$ cat config.mk
export PLATFORM = sky130hd
export DESIGN_NAME = tinyalu
export DESIGN_NICKNAME = d
export VERILOG_FILES = /design/src/rtl/tinyalu_pkg.sv /design/src/rtl/tinyalu_mult.sv /design/src/rtl/tinyalu.sv
export SDC_FILE = /design/constraint.sdc
export NUM_CORES = 1
export LEC_CHECK = 0
export CORE_MARGIN = 2
export CORE_UTILIZATION = 25
export CTS_CLUSTER_SIZE = 16
export DETAILED_ROUTE_END_ITERATION = 10
export PLACE_DENSITY = 0.53
export SYNTH_ARGS = -nofsm -noshare
export SYNTH_HDL_FRONTEND = slang
export SYNTH_SLANG_ARGS = --single-unit
$ cat constraint.sdc
create_clock -name clk -period 5.2 [get_ports clk]
set_input_delay 0.78 -clock clk [delete_from_list [all_inputs] [get_ports clk]]
set_output_delay 0.78 -clock clk [all_outputs]
set_load 0.01 [all_outputs]
$ cat src/rtl/tinyalu_pkg.sv
// Shared types for the tinyalu responder: operation encoding, FSM states and
// the default multiplier latency.
package tinyalu_pkg;

    typedef enum logic [2:0] {
        no_op  = 3'b000,
        add_op = 3'b001,
        and_op = 3'b010,
        xor_op = 3'b011,
        mul_op = 3'b100,
        rst_op = 3'b111
    } operation_t;

    typedef enum logic [1:0] {
        IDLE = 2'd0,
        MUL  = 2'd1,
        ACK  = 2'd2
    } state_t;

    localparam int MUL_LATENCY_DEF = 3;

endpackage

$ cat src/rtl/tinyalu_mult.sv
// Multi-cycle multiplier: captures operands on load, counts down the latency
// and registers the product together with a one-cycle mult_done pulse.
module tinyalu_mult #(
    parameter int DATA_W  = 8,
    parameter int LATENCY = 3
) (
    input  logic                clk,
    input  logic                reset_n,
    input  logic                i_load,
    input  logic [DATA_W-1:0]   i_a,
    input  logic [DATA_W-1:0]   i_b,
    output logic                o_fire,
    output logic                o_mult_done,
    output logic [2*DATA_W-1:0] o_product
);

    localparam int CNT_W = 4;

    logic                r_busy;
    logic [CNT_W-1:0]    r_cnt;
    logic [DATA_W-1:0]   r_a;
    logic [DATA_W-1:0]   r_b;
    logic [2*DATA_W-1:0] r_product;
    logic                r_mult_done;

    // High on the edge that completes the operation; lets the top switch its
    // result select in the same edge that the product is written.
    assign o_fire      = r_busy && (r_cnt == CNT_W'(1));
    assign o_mult_done = r_mult_done;
    assign o_product   = r_product;

    always_ff @(posedge clk or negedge reset_n) begin
        if (!reset_n) begin
            r_busy      <= 1'b0;
            r_cnt       <= '0;
            r_a         <= '0;
            r_b         <= '0;
            r_product   <= '0;
            r_mult_done <= 1'b0;
        end else begin
            r_mult_done <= 1'b0;
            if (i_load) begin
                r_a    <= i_a;
                r_b    <= i_b;
                r_cnt  <= CNT_W'(LATENCY - 1);
                r_busy <= 1'b1;
            end else if (r_busy) begin
                if (r_cnt == CNT_W'(1)) begin
                    r_product   <= {{DATA_W{1'b0}}, r_a} * {{DATA_W{1'b0}}, r_b};
                    r_mult_done <= 1'b1;
                    r_busy      <= 1'b0;
                end else begin
                    r_cnt <= r_cnt - CNT_W'(1);
                end
            end
        end
    end

endmodule

$ cat src/rtl/tinyalu.sv
// tinyalu responder: single-cycle add/and/xor datapath, multi-cycle multiply
// via tinyalu_mult, and the IDLE/MUL/ACK handshake FSM.
module tinyalu
    import tinyalu_pkg::*;
#(
    parameter int DATA_W      = 8,
    parameter int MUL_LATENCY = MUL_LATENCY_DEF
) (
    input  logic                clk,
    input  logic                reset_n,
    input  logic [DATA_W-1:0]   A,
    input  logic [DATA_W-1:0]   B,
    input  logic [2:0]          op,
    input  logic                start,
    output logic                done,
    output logic [2*DATA_W-1:0] result
);

    state_t              r_state;
    logic                r_alu_done;
    logic [2*DATA_W-1:0] r_alu_result;
    logic                r_use_mul;

    operation_t          w_op;
    logic [2*DATA_W-1:0] w_alu;
    logic                w_single;
    logic                w_mult_load;
    logic                w_mult_fire;
    logic                w_mult_done;
    logic [2*DATA_W-1:0] w_product;

    assign w_op = operation_t'(op);

    always_comb begin
        w_alu    = '0;
        w_single = 1'b0;
        case (w_op)
            add_op: begin
                w_alu    = {{(DATA_W-1){1'b0}}, {1'b0, A} + {1'b0, B}};
                w_single = 1'b1;
            end
            and_op: begin
                w_alu    = {{DATA_W{1'b0}}, A & B};
                w_single = 1'b1;
            end
            xor_op: begin
                w_alu    = {{DATA_W{1'b0}}, A ^ B};
                w_single = 1'b1;
            end
            default: ;
        endcase
    end

    assign w_mult_load = (r_state == IDLE) && start && (w_op == mul_op);

    tinyalu_mult #(
        .DATA_W  (DATA_W),
        .LATENCY (MUL_LATENCY)
    ) u_mult (
        .clk         (clk),
        .reset_n     (reset_n),
        .i_load      (w_mult_load),
        .i_a         (A),
        .i_b         (B),
        .o_fire      (w_mult_fire),
        .o_mult_done (w_mult_done),
        .o_product   (w_product)
    );

    // Both done sources are flops and never overlap; the select flips only on
    // the edge that raises the corresponding done.
    assign done   = r_alu_done | w_mult_done;
    assign result = r_use_mul ? w_product : r_alu_result;

    always_ff @(posedge clk or negedge reset_n) begin
        if (!reset_n) begin
            r_state      <= IDLE;
            r_alu_done   <= 1'b0;
            r_alu_result <= '0;
            r_use_mul    <= 1'b0;
        end else begin
            r_alu_done <= 1'b0;
            case (r_state)
                IDLE: begin
                    if (start && w_single) begin
                        r_alu_result <= w_alu;
                        r_alu_done   <= 1'b1;
                        r_use_mul    <= 1'b0;
                        r_state      <= ACK;
                    end else if (w_mult_load) begin
                        r_state <= MUL;
                    end
                end
                MUL: begin
                    if (w_mult_fire) begin
                        r_use_mul <= 1'b1;
                    end
                    // The done cycle behaves as the first ACK cycle.
                    if (w_mult_done) begin
                        r_state <= start ? ACK : IDLE;
                    end
                end
                ACK: begin
                    if (!start) begin
                        r_state <= IDLE;
                    end
                end
                default: r_state <= IDLE;
            endcase
        end
    end

endmodule

==> metrics.md <==
| Metric | Value |
|---|---|
| Largest family of logic cells by synthesized area | adder cells |
| Hold Path Class | reg -> reg |
| Post-CTS sizing | 0 |
| Dpl hpwl | about 9000 µm |
| Mean Syn Cell Area | 8.917 µm² |
| Cts hold-fix bufs | 0 |
| Mux contribution to synthesized area | about 3.9% |
| Post-synth EDFFs | 0 |
| Leak | about 2.8 nW |
| Drt drc | 0 |
| Warnings, synthesis | 0 |
| Min cycle time layout | around 4300 ps |
| Drt first pass iters | 4 |
| Met2 Routed Length | just under 5000 µm |
| Clock Skews | between 7 and 8 ps |
| Footprint of the multi-input gates | about 3300 µm² |
| Kind of critical path | reg -> reg |
| Routed Antenna Nets | 0 |
| GRT Resource Usage Total | between 10% and 20% |
| Vias in the first global route | 3,593 |
| Die height | between 100 and 150 µm |
| Fillers | approximately 2,100 |
| Initial Util | 25.68% |
| Drt initial violations | 154 |
| Syn Nets | around 650 |
| Routed wl met3 | about 370 µm |
| Register bit total from synthesis | 51 |
| Post-CTS setup buffer count | 0 |
| Post-Syn Area | a little under 5000 µm² |
| Rel. slew slack | 47.81% |
| Die Wd | between 100 and 150 µm |
| Most frequent cells in the layout | nand2_1 (98), inv_1 (64), and2_1 (59) |
| Yosys cell types | 60 |
| Root buffer cell | clkbuf_16 |
| Sequential cell area fraction in the yosys report | 26.31% |
| Peak VDD IR | approximately 170 µV |
| DR vias/cell | around 4.4 |
| Clk sinks | between 50 and 60 |
| Aggregate routed wire length | approximately 11,000 µm |
| Crit end category | register |
| CTS Buf Count | 5 |
| Max frequency | 230.5 MHz |
| Initial antenna violation count | 0 |
| Share of layout cells above drive strength 1 | under 10% |
| Commonest non-fill, non-tap cell in the layout | nand2_1 |
| Top FF cell, synth | dfrtp_1 |
| Power Total | about 3 mW |
| Max-slew violations | 0 |
| Max-Cap Viols | 0 |
| Worst skew pair latency | approximately 300 ps |
| Slew @ Worst Pin | 782.1 ps |
| Antenna cells | 0 |
| Storage element area | about 1300 µm² |
| WP data required | roughly 5400 ps |
| Synth Area in Simple Gates | between 20 and 25% |
| Die Area | 20,530 µm² |
| Outcome | completed |
| Worst path arrival time | about 4600 ps |
| DR top layer | met4 |
| Pwr Density | roughly 520 nW/µm² |
| CP Launch Type | register |
| CTS tree | done |
| Final Setup Violations | 0 |
| Period utilisation layout | 83.42% |
| GP Congestion | ~0.83 |
| Synth Area in Compound Gates | 11.56% |
| Core region area | approximately 19,000 µm² |
| Sum of negative setup slack | 0 ps |
| Maximum number of pins on one net before global-route repair | 52 |
| WL/cell | about 14 µm |
| Met1 wire length | ~6000 µm |
| Async set-or-reset flop fraction in the synthesized netlist | 100.0% |
| Final Hold Vio Count | 0 |
| Global route total overflow | 0 |
| Cells after Synth | ~540 |
| Final net count | approximately 680 |
| RSZ-0062 raised after global routing | false |
| H-tree depth | 2 |
| Worst-case clock buffer depth | 2 |
| Vias | about 3,700 |
| First-pass GRT wire length | around 19,000 µm |
| CTS clk-pin slew, worst paths | approximately 80 ps |
| Max FO, Critical Path | 9 |
| # IOs | 39 |
| Synth Area in XOR/XNOR | under 10% |
| Layout area overhead | 16.79% |
| Core Rows | 50 |
| Adder-cell area share of the yosys netlist | a little over a quarter |
| PortBufs | 38 |
## path summary, 6_finish.rpt
kind / startpoint / end / slack [ps] / cells past startpoint
setup / recovery: u_mult.r_b[4] / u_mult.o_product[13] / 860 / 12
hold / removal: u_mult.o_product[10] / u_mult.o_product[10] / 480 / 2
setup reg to reg: u_mult.r_b[4] / u_mult.o_product[13] / 860 / 12
hold reg to reg: u_mult.o_product[10] / u_mult.o_product[10] / 480 / 2
max in group asynchronous: reset_n / u_mult.r_b[4] / 4130 / 2
min in group asynchronous: reset_n / u_mult.o_product[11] / 580 / 2
## per-stage QoR
stage                     hold slack, ps  cell area (µm²)  setup slack [ps]  std cells  utilization (%)
after floorplan                    433.1             4851              1138        544                -
after global placement             457.8             5498             915.8        832            29.10
after detailed placement           461.0             5498             896.9        832            29.10
after CTS                          485.3             5665             861.8        840            29.99
after global routing               497.9             5665             664.7        840            29.99
final                              479.6             5665             862.2        840            29.99
## power breakdown
part / total, mW / switching [mW] / internal (mW)
Sequential: 0.751 / 0.202 / 0.549
Clock: 0.396 / 0.166 / 0.230
Combinational: 1.81 / 0.983 / 0.823
Total: 2.95 / 1.35 / 1.60
## cells by family (layout without fill, tap and decap cells)
family                     count (synthesis)  after routing
muxes                                     17             17
AOI/OAI and AO/OA                         84             84
xor gates and xnor gates                   9              9
adders and majority gates                 83             83
and+or+nand+nor                          223            223
DFF                                       51             51
buffers and inverters                     77            113
## sequential cells by signal, indices dropped and copies added, names as in the netlist
| name | count |
|---|---|
| u_mult.o_product | 16 |
| r_alu_result | 9 |
| u_mult.r_a | 8 |
| u_mult.r_b | 8 |
| u_mult.r_cnt | 4 |
| r_state | 2 |
| r_alu_done | 1 |
| r_use_mul | 1 |
| u_mult.o_mult_done | 1 |
| u_mult.r_busy | 1 |
## worst max-delay path: stages, from the launching register on
cell and delay [ps]:
dfrtp_1 480, and2_1 230, fa_1 570, fa_1 440
fa_1 550, inv_1 50, fa_1 530, inv_1 40
ha_1 330, a21oi_1 260, a21boi_0 180, or4_1 530
nand3_1 90
## final cells by class
cell class	count	share of cell area, %
clock inverter	2	0.6846
tap	260	5.742
inverter	65	4.307
clock buffer	6	2.275
timing repair buffer	40	6.890
multi-input combinational	416	57.58
sequential	51	22.53
## metal layers
layer | vias up | global-route usage, %
li1 | 1863 | -
met1 | 1742 | 17.72
met2 | 60 | 17.45
met3 | 7 | 1.666
met4 | 0 | 2.322
met5 | - | 0
## Yosys cell counts, types with 4 or more instances
cell type	instances	area [µm²]
a21o_1	10	75.07
a21oi_1	17	85.08
and2_1	59	369.1
buf_2	4	20.02
clkbuf_1	5	18.77
dfrtp_1	51	1276
fa_1	37	740.7
ha_1	46	575.6
inv_1	64	240.2
mux2_2	14	157.7
nand2_1	98	367.9
nand2b_1	5	31.28
nand3_1	9	45.04
nor2_1	23	86.33
nor3_1	5	25.02
o21a_1	4	30.03
o21ai_0	23	115.1
xnor2_1	5	43.79
xor2_1	4	35.03
Power figures use the tool's default switching activity.
